[src/rtl/fractal_sync_nd_node.sv]
// ----------------------------------------------------------------------------
// fractal_sync_nd_node
//
// N-ary barrier aggregation node of the fractal synchronisation tree. Child
// arrivals are collected in a small barrier table. A barrier whose aggregate
// shows no level above this node wakes all children locally. Otherwise it is
// forwarded to the parent, and the children are woken when the parent answers.
//
// Ports:
//   clk_i, rst_ni      clock, asynchronous active-low reset
//   req_valid_i/ready  per-child arrival handshake; at most one grant per cycle
//   req_id_i           packed child barrier ids   (slice i = child i)
//   req_aggr_i         packed child aggregates    (slice i = child i)
//   rsp_valid_o        wake pulse to every child (all-ones while broadcasting)
//   rsp_id_o           id of the barrier being woken (0 when idle)
//   req_out_*          upward request to the parent (valid/ready)
//   rsp_in_*           parent wake response (always accepted)
//   err_double_o       pulse: a child arrived twice at a collecting barrier
//   err_orphan_o       pulse: parent response matched no WAIT_UP entry
//
// Optional feature (define FRACTAL_SYNC_ND_PERF_EN):
//   perf_barriers_o    saturating count of wake broadcasts
//   perf_stall_o       saturating count of cycles with requests but no grant
// ----------------------------------------------------------------------------
module fractal_sync_nd_node #(
    parameter int N_CHILDREN = 4,
    parameter int ID_WIDTH   = 4,
    parameter int AGGR_WIDTH = 8,
    parameter int LVL_OFFSET = 0,
    parameter int N_ENTRIES  = 4
) (
    input  logic                             clk_i,
    input  logic                             rst_ni,
    input  logic [N_CHILDREN-1:0]            req_valid_i,
    output logic [N_CHILDREN-1:0]            req_ready_o,
    input  logic [N_CHILDREN*ID_WIDTH-1:0]   req_id_i,
    input  logic [N_CHILDREN*AGGR_WIDTH-1:0] req_aggr_i,
    output logic [N_CHILDREN-1:0]            rsp_valid_o,
    output logic [ID_WIDTH-1:0]              rsp_id_o,
    output logic                             req_out_valid_o,
    input  logic                             req_out_ready_i,
    output logic [ID_WIDTH-1:0]              req_out_id_o,
    output logic [AGGR_WIDTH-1:0]            req_out_aggr_o,
    input  logic                             rsp_in_valid_i,
    input  logic [ID_WIDTH-1:0]              rsp_in_id_i,
    output logic                             err_double_o,
    output logic                             err_orphan_o
`ifdef FRACTAL_SYNC_ND_PERF_EN
    ,
    output logic [31:0]                      perf_barriers_o,
    output logic [31:0]                      perf_stall_o
`endif
);

    localparam int PTR_W = (N_CHILDREN > 1) ? $clog2(N_CHILDREN) : 1;
    localparam int ENT_W = (N_ENTRIES > 1) ? $clog2(N_ENTRIES) : 1;

    typedef enum logic [2:0] {
        ST_FREE,
        ST_COLLECT,
        ST_PEND_UP,
        ST_WAIT_UP,
        ST_WAKE
    } state_e;

    // Barrier table
    state_e                state_q [N_ENTRIES];
    logic [ID_WIDTH-1:0]   id_q    [N_ENTRIES];
    logic [AGGR_WIDTH-1:0] aggr_q  [N_ENTRIES];
    logic [N_CHILDREN-1:0] mask_q  [N_ENTRIES];

    logic [PTR_W-1:0]      rr_ptr_q;
    logic                  err_double_q;
    logic                  err_orphan_q;
    logic                  up_lock_q;
    logic [ENT_W-1:0]      up_lock_idx_q;

    // Unpacked views of the child slices
    logic [ID_WIDTH-1:0]   child_id   [N_CHILDREN];
    logic [AGGR_WIDTH-1:0] child_aggr [N_CHILDREN];

    for (genvar c = 0; c < N_CHILDREN; c++) begin : g_slice
        assign child_id[c]   = req_id_i[c*ID_WIDTH +: ID_WIDTH];
        assign child_aggr[c] = req_aggr_i[c*AGGR_WIDTH +: AGGR_WIDTH];
    end

    // ------------------------------------------------------------------
    // Lowest-index FREE entry (allocation target)
    // ------------------------------------------------------------------
    logic             any_free;
    logic [ENT_W-1:0] free_idx;

    // NOTE: every always_comb output gets a default before any conditional
    // assignment, so no path leaves a value held and no latch is inferred.
    always_comb begin
        any_free = 1'b0;
        free_idx = '0;
        for (int e = N_ENTRIES - 1; e >= 0; e--) begin
            if (state_q[e] == ST_FREE) begin
                any_free = 1'b1;
                free_idx = ENT_W'(e);
            end
        end
    end

    // ------------------------------------------------------------------
    // Per-child acceptability: join a collecting barrier, or open a new one
    // when the id is not busy anywhere in the table and a slot is free.
    // ------------------------------------------------------------------
    logic [N_CHILDREN-1:0] hit_collect;
    logic [N_CHILDREN-1:0] hit_any;
    logic [N_CHILDREN-1:0] acceptable;

    always_comb begin
        hit_collect = '0;
        hit_any     = '0;
        for (int c = 0; c < N_CHILDREN; c++) begin
            for (int e = 0; e < N_ENTRIES; e++) begin
                if (state_q[e] != ST_FREE && id_q[e] == child_id[c]) begin
                    hit_any[c] = 1'b1;
                    if (state_q[e] == ST_COLLECT) hit_collect[c] = 1'b1;
                end
            end
        end
        acceptable = hit_collect | (~hit_any & {N_CHILDREN{any_free}});
    end

    // ------------------------------------------------------------------
    // Round-robin arbiter starting at rr_ptr_q
    // ------------------------------------------------------------------
    logic                  grant_valid;
    logic [PTR_W-1:0]      grant_idx;
    logic [N_CHILDREN-1:0] grant_oh;
    logic [PTR_W-1:0]      rr_idx;
    int                    rr_cand;

    always_comb begin
        grant_valid = 1'b0;
        grant_idx   = '0;
        rr_cand     = 0;
        rr_idx      = '0;
        for (int k = 0; k < N_CHILDREN; k++) begin
            rr_cand = int'(rr_ptr_q) + k;
            if (rr_cand >= N_CHILDREN) rr_cand = rr_cand - N_CHILDREN;
            rr_idx = PTR_W'(rr_cand);
            if (!grant_valid && req_valid_i[rr_idx] && acceptable[rr_idx]) begin
                grant_valid = 1'b1;
                grant_idx   = rr_idx;
            end
        end
    end

    assign grant_oh    = grant_valid ? (N_CHILDREN'(1) << grant_idx) : '0;
    assign req_ready_o = grant_oh;

    // ------------------------------------------------------------------
    // Entry targeted by the granted child
    // ------------------------------------------------------------------
    logic [ID_WIDTH-1:0]   g_id;
    logic [AGGR_WIDTH-1:0] g_aggr;
    logic                  tgt_hit;
    logic [ENT_W-1:0]      tgt_idx;
    logic [N_CHILDREN-1:0] tgt_mask;
    logic [N_CHILDREN-1:0] new_mask;
    logic [AGGR_WIDTH-1:0] tgt_aggr;
    logic                  tgt_local;
    logic                  is_double;
    logic                  do_arrive;

    assign g_id   = child_id[grant_idx];
    assign g_aggr = child_aggr[grant_idx];

    always_comb begin
        tgt_hit = 1'b0;
        tgt_idx = free_idx;
        for (int e = 0; e < N_ENTRIES; e++) begin
            if (state_q[e] == ST_COLLECT && id_q[e] == g_id) begin
                tgt_hit = 1'b1;
                tgt_idx = ENT_W'(e);
            end
        end
        tgt_mask  = tgt_hit ? mask_q[tgt_idx] : '0;
        tgt_aggr  = tgt_hit ? aggr_q[tgt_idx] : g_aggr;
        new_mask  = tgt_mask | grant_oh;
        // Local when no level above this node is set in the aggregate
        tgt_local = (tgt_aggr >> (LVL_OFFSET + 1)) == '0;
        is_double = grant_valid && tgt_hit && ((tgt_mask & grant_oh) != '0);
        do_arrive = grant_valid && !is_double;
    end

    // ------------------------------------------------------------------
    // Upward, parent-response and wake selection
    // ------------------------------------------------------------------
    logic             up_valid;
    logic [ENT_W-1:0] up_idx;
    logic             par_hit;
    logic [ENT_W-1:0] par_idx;
    logic             wk_valid;
    logic [ENT_W-1:0] wk_idx;

    always_comb begin
        up_valid = 1'b0;
        up_idx   = '0;
        wk_valid = 1'b0;
        wk_idx   = '0;
        par_hit  = 1'b0;
        par_idx  = '0;
        for (int e = N_ENTRIES - 1; e >= 0; e--) begin
            if (state_q[e] == ST_PEND_UP) begin
                up_valid = 1'b1;
                up_idx   = ENT_W'(e);
            end
            if (state_q[e] == ST_WAKE) begin
                wk_valid = 1'b1;
                wk_idx   = ENT_W'(e);
            end
            if (state_q[e] == ST_WAIT_UP && id_q[e] == rsp_in_id_i) begin
                par_hit = 1'b1;
                par_idx = ENT_W'(e);
            end
        end
        // A request already offered but not taken stays on the bus even if a
        // lower-index entry becomes PEND_UP meanwhile.
        if (up_lock_q) begin
            up_valid = 1'b1;
            up_idx   = up_lock_idx_q;
        end
    end

    assign req_out_valid_o = up_valid;
    assign req_out_id_o    = up_valid ? id_q[up_idx]   : '0;
    assign req_out_aggr_o  = up_valid ? aggr_q[up_idx] : '0;
    assign rsp_valid_o     = wk_valid ? '1 : '0;
    assign rsp_id_o        = wk_valid ? id_q[wk_idx] : '0;
    assign err_double_o    = err_double_q;
    assign err_orphan_o    = err_orphan_q;

    // ------------------------------------------------------------------
    // State register. Each event targets an entry in a distinct state, so
    // the updates below never collide on the same entry.
    // ------------------------------------------------------------------
    // NOTE: sequential state uses non-blocking assignments so every register
    // samples pre-edge values regardless of statement order.
    always_ff @(posedge clk_i or negedge rst_ni) begin
        if (!rst_ni) begin
            for (int e = 0; e < N_ENTRIES; e++) state_q[e] <= ST_FREE;
            rr_ptr_q      <= '0;
            err_double_q  <= 1'b0;
            err_orphan_q  <= 1'b0;
            up_lock_q     <= 1'b0;
            up_lock_idx_q <= '0;
        end else begin
            err_double_q  <= is_double;
            err_orphan_q  <= rsp_in_valid_i && !par_hit;
            up_lock_q     <= up_valid && !req_out_ready_i;
            up_lock_idx_q <= up_idx;

            if (grant_valid) begin
                rr_ptr_q <= (grant_idx == PTR_W'(N_CHILDREN - 1)) ? '0 : grant_idx + 1'b1;
            end
            if (do_arrive) begin
                if (&new_mask) state_q[tgt_idx] <= tgt_local ? ST_WAKE : ST_PEND_UP;
                else           state_q[tgt_idx] <= ST_COLLECT;
            end
            if (up_valid && req_out_ready_i) state_q[up_idx]  <= ST_WAIT_UP;
            if (rsp_in_valid_i && par_hit)   state_q[par_idx] <= ST_WAKE;
            // A freed entry is still WAKE this edge, so allocation cannot pick it.
            if (wk_valid)                    state_q[wk_idx]  <= ST_FREE;
        end
    end

    // NOTE: the table payload has no reset; state_q alone says whether an
    // entry is live, and every allocation overwrites id, aggr and mask.
    always_ff @(posedge clk_i) begin
        if (do_arrive) begin
            mask_q[tgt_idx] <= new_mask;
            if (!tgt_hit) begin
                id_q[tgt_idx]   <= g_id;
                aggr_q[tgt_idx] <= g_aggr;
            end
        end
    end

`ifdef FRACTAL_SYNC_ND_PERF_EN
    logic [31:0] perf_barriers_q;
    logic [31:0] perf_stall_q;

    always_ff @(posedge clk_i or negedge rst_ni) begin
        if (!rst_ni) begin
            perf_barriers_q <= '0;
            perf_stall_q    <= '0;
        end else begin
            if (wk_valid && perf_barriers_q != '1) perf_barriers_q <= perf_barriers_q + 32'd1;
            if ((|req_valid_i) && !grant_valid && perf_stall_q != '1) perf_stall_q <= perf_stall_q + 32'd1;
        end
    end

    assign perf_barriers_o = perf_barriers_q;
    assign perf_stall_o    = perf_stall_q;
`endif

endmodule

[config.mk]
export PLATFORM = sky130hd
export DESIGN_NAME = fractal_sync_nd_node
export DESIGN_NICKNAME = d
export VERILOG_FILES = /design/src/rtl/fractal_sync_nd_node.sv
export SDC_FILE = /design/constraint.sdc
export NUM_CORES = 1
export LEC_CHECK = 0
export BUFFER_PORTS_ARGS = -buffer_cell sky130_fd_sc_hd__buf_2
export CAP_MARGIN = 20
export CORE_MARGIN = 5
export CORE_UTILIZATION = 50
export CTS_CLUSTER_SIZE = 12
export DETAILED_ROUTE_END_ITERATION = 16
export PLACE_DENSITY = 0.68
export SLEW_MARGIN = 20
export SYNTH_ARGS = -nofsm -noshare
export SYNTH_HDL_FRONTEND = slang
export SYNTH_SLANG_ARGS = --single-unit
[constraint.sdc]
create_clock -name clk_i -period 8.2 [get_ports clk_i]
set_input_delay 0.41 -clock clk_i [delete_from_list [all_inputs] [get_ports clk_i]]
set_output_delay 0.41 -clock clk_i [all_outputs]
set_load 0.01 [all_outputs]
==> impl_metrics.csv <==
group,metric,value,unit
run_status,outcome,"completed",
yosys,synth_top_cells_by_area,"sky130_fd_sc_hd__edfxtp_1, sky130_fd_sc_hd__xnor2_1, sky130_fd_sc_hd__dfrtp_1",
critical_path,critPathBufInv,0,
clock_network,number_of_cts_inserted_buffers,9,
critical_path,crit_path_max_fanout,24,
sta,whs,0.00671,ns
critical_path,crit_path_cell_trace,"xnor2_1 -> nand4_1 -> o22a_1 -> a311o_4 -> and2_4 -> a211oi_1 -> a21o_4 -> or2_1 -> a32o_1 -> xnor2_1 -> or4_4 -> nor2_4 -> a211oi_2 -> a221oi_1 -> a31oi_1 -> or4_1 -> and3b_1 -> mux2i_1 -> a21oi_1",
yosys,postSynth.topFlopCell,"sky130_fd_sc_hd__edfxtp_1",
yosys,yosysWarnings,0,
critical_path,end_kind,"flip-flop",
yosys,share_of_synthesized_area_occupied_by_flip_flops_and_latches,36.5,%
floorplan,std_cell_rows,41,
routing,route.final.wire_length,19.4,mm
yosys,syn-num-nets,733,
floorplan,floorplan.initialDensity,51.6,%
critical_path,crit_path_start_kind,"flip-flop",
yosys,synth.lib_cells_used.distinct,94,
floorplan,dieWidth,125,um
layout,layout.filler_cells,1098,
clock_network,clkLatencyLatePin,0.35,ns
critical_path,path_delay_family,"simple AND/OR/NAND/NOR gates",
yosys,ys_async_sr_fraction,22.9,%
yosys,mappedNetlistArea,6570,um2
layout,sequential_cell_area,2400,um2
routing,drc_errors,0,
global_route,grt_remaining_overflow,0,
critical_path,master_of_the_slowest_instance_on_the_critical_path,"sky130_fd_sc_hd__or2_1",
layout,syn_to_final_growth,9.30,%
yosys,synthesis.instances,669,
flow_run,timing.max_cap.violations,0,
floorplan,die_height,125,um
critical_path,critPathMostFrequentCell,"sky130_fd_sc_hd__xnor2_1",
sta,min_period,7.01,ns
global_route,grt_max_degree,25,
clock_network,htree_levels,3,
sta,fmax,143,MHz
global_route,grt_pass1_vias,5445,
clock_network,root_buffer,"sky130_fd_sc_hd__clkbuf_16",
clock_network,cts-root-to-sink-buffers,2,
sta,unrepaired_setup_endpoints_after_global_routing,"no",
placed_design,io_buffer_count,86,
yosys,avgSynthCellArea,9.82,um2
routing,drt_first_pass_iters,5,
layout,final_nets,777,
floorplan,core,12700,um2
layout,multi_input_comb_area,3720,um2
sta,report.final.slew_viol_count,0,
sta,finalSetupViolCount,0,
clock_network,worst_setup_hold_path_clk_slew,0.07,ns
yosys,yosys_register_bits,83,
global_route,global_route.usage.met2,40.4,%
sta,fin_clk_skew,0.0121,ns
global_route,antenna_found_initial,0,
clock_network,cts.repair_timing.setup_buffer_count,0,
min_path,worst_hold_path_type,"input pin to asynchronous set/reset pin",
yosys,synth-edff-count,64,
layout,insertedDiodeCount,0,
routing,detail_route_antenna_nets,0,
sta,final-hold-violation-count,0,
clock_network,cts_tree,"yes",
routing,wl_per_cell,21.9,um
clock_network,post_cts_resize_count,0,
routing,routed_via_density,6.31,
yosys,synth_top_cell_by_area,"sky130_fd_sc_hd__edfxtp_1",
critical_path,cp.required,8.42,ns
sta,worst-slew-pin-transition,1.10,ns
placed_design,gp_congestion,1.09,
clock_network,cts_hold_buffers,0,
critical_path,timing.setup.critical_path_class,"flip-flop to flip-flop",
floorplan,die_area,15500,um2
layout,stdcell_area,7180,um2
sta,timing.slew.headroom,26.2,%
global_route,global_route_usage_over_all_layers,24.7,%
global_route,grtUsageMet3,5.57,%
critical_path,critical-path-max-stage-delay,0.80,ns
routing,num_vias,5606,
routing,dr.first_iter.drc_count,693,
placed_design,placed_cell_area,6880,um2
floorplan,io_pins,87,
critical_path,cp_data_arrival_time,7.22,ns
placed_design,hpwlAfterDp,14.6,mm
global_route,grt_first_pass_wirelength,30.5,mm
yosys,synth_top_area_share,29.3,%
sta,min_period_over_period,85.5,%
clock_network,tritoncts_num_sinks,83,
sta,setup-tns-final,0,ns
layout,proportion_of_layout_cells_with_a_drive_suffix_above_1,22.0,%
global_route,grt_use_met1,32.6,%
global_route,busiest_layer,"met2",
[registers in the layout (all words and copies together) (netlist names)]
register / count
up_lock_idx_q: 2
err_orphan_o: 1
mask_q: 16
err_double_o: 1
id_q: 16
up_lock_q: 1
rr_ptr_q: 2
state_q: 12
aggr_q: 32
[layer usage]
layer / up-vias / wire length [um] / part of all wire, %
met5: - / 0 / 0
met1: 2676 / 7960 / 41
met4: 0 / 495 / 2.5
met2: 321 / 9220 / 47
li1: 2567 / - / -
met3: 42 / 1780 / 9.1
[cell type report]
| cell class | instances | area share [%] |
|---|---|---|
| clock buffers | 9 | 3.14 |
| clock inverters | 6 | 0.941 |
| inverters | 25 | 1.31 |
| multi-input cells | 504 | 51.8 |
| flip-flops and latches | 83 | 33.4 |
| well taps | 172 | 3.00 |
| repair buffers | 90 | 6.42 |
[worst reg2reg max path: stages (launching register included)]
cell and delay, ns:
sky130_fd_sc_hd__edfxtp_1 0.72, sky130_fd_sc_hd__xnor2_1 0.19, sky130_fd_sc_hd__nand4_1 0.20, sky130_fd_sc_hd__o22a_1 0.24
sky130_fd_sc_hd__a311o_4 0.42, sky130_fd_sc_hd__and2_4 0.18, sky130_fd_sc_hd__a211oi_1 0.31, sky130_fd_sc_hd__a21o_4 0.23
sky130_fd_sc_hd__or2_1 0.80, sky130_fd_sc_hd__a32o_1 0.51, sky130_fd_sc_hd__xnor2_1 0.11, sky130_fd_sc_hd__or4_4 0.56
sky130_fd_sc_hd__nor2_4 0.20, sky130_fd_sc_hd__a211oi_2 0.13, sky130_fd_sc_hd__a221oi_1 0.39, sky130_fd_sc_hd__a31oi_1 0.13
sky130_fd_sc_hd__or4_1 0.71, sky130_fd_sc_hd__and3b_1 0.51, sky130_fd_sc_hd__mux2i_1 0.24, sky130_fd_sc_hd__a21oi_1 0.08
[final timing paths]
check	start	end	slack [ns]	depth (start not counted)
setup / recovery	id_q[3][3]	state_q[0]	1.19	19
hold / removal	rst_ni	rr_ptr_q[0]	0.007	1
setup reg to reg	id_q[3][3]	state_q[0]	1.19	19
hold reg to reg	state_q[8]	state_q[8]	0.59	2
max in group asynchronous	rst_ni	up_lock_q	7.87	1
min in group clk_i	req_out_ready_i	up_lock_q	0.27	2
[metrics by stage]
step,setup WS [ns],instances,util [%]
2_1_floorplan,2.65,669,-
3_3_place_gp,1.43,874,54.1
3_5_place_dp,1.29,874,54.1
4_1_cts,1.26,889,56.4
5_1_grt,0.808,889,56.4
6_report,1.19,889,56.4
[synth_stat cells (all sizes together) (6+ instances only)]
cell type  instances
o22ai             15
dfrtp             19
clkbuf            11
buf               46
nand3             15
a21oi             18
mux4              12
and3              16
nor3b              6
nand4             20
or4                6
mux2i              6
xnor2             65
nand2b             8
a211oi            10
xor2              30
inv               22
nand2             79
nor3              20
nor2              26
edfxtp            64
a31oi             13
nor4              14
and2              16
o21ai             16
[cells in the final DEF, fill, tap and decap left out, types with 4 or more instances in the layout]
master / n
sky130_fd_sc_hd__buf_4: 4
sky130_fd_sc_hd__o211ai_1: 5
sky130_fd_sc_hd__a32o_1: 4
sky130_fd_sc_hd__inv_1: 21
sky130_fd_sc_hd__a21oi_1: 17
sky130_fd_sc_hd__nor3_1: 17
sky130_fd_sc_hd__and2_1: 15
sky130_fd_sc_hd__ha_1: 4
sky130_fd_sc_hd__xor2_1: 30
sky130_fd_sc_hd__xnor2_1: 64
sky130_fd_sc_hd__edfxtp_1: 64
sky130_fd_sc_hd__nand2b_1: 8
sky130_fd_sc_hd__or4_1: 5
sky130_fd_sc_hd__nand4_1: 20
sky130_fd_sc_hd__nor3b_1: 5
sky130_fd_sc_hd__a211oi_1: 8
sky130_fd_sc_hd__nand2_1: 79
sky130_fd_sc_hd__a31oi_1: 13
sky130_fd_sc_hd__nor2_1: 21
sky130_fd_sc_hd__nand3_1: 13
sky130_fd_sc_hd__a21o_1: 4
sky130_fd_sc_hd__o2bb2ai_1: 5
sky130_fd_sc_hd__buf_2: 86
sky130_fd_sc_hd__o21ai_1: 4
sky130_fd_sc_hd__and3_1: 16
sky130_fd_sc_hd__nor4_1: 12
sky130_fd_sc_hd__dfrtp_1: 19
sky130_fd_sc_hd__o31a_1: 4
sky130_fd_sc_hd__mux2i_1: 6
sky130_fd_sc_hd__mux4_2: 12
sky130_fd_sc_hd__clkbuf_16: 9
sky130_fd_sc_hd__o22ai_1: 14
sky130_fd_sc_hd__o21ai_0: 10
[cells by family after synthesis]
family,after synthesis,share of synthesized area [%]
AND/OR/NAND/NOR,250,21.4
AO/OA/AOI/OAI,136,16.4
XOR/XNOR,95,12.8
flip-flops,83,36.5
buffers and inverters,82,6.97
multiplexers,19,5.20
adder cells (fa/ha/maj),4,0.762
Power is left out: the tool's default activity adds up to more than one toggle a clock period on the data nets, which glitch-free logic cannot reach.
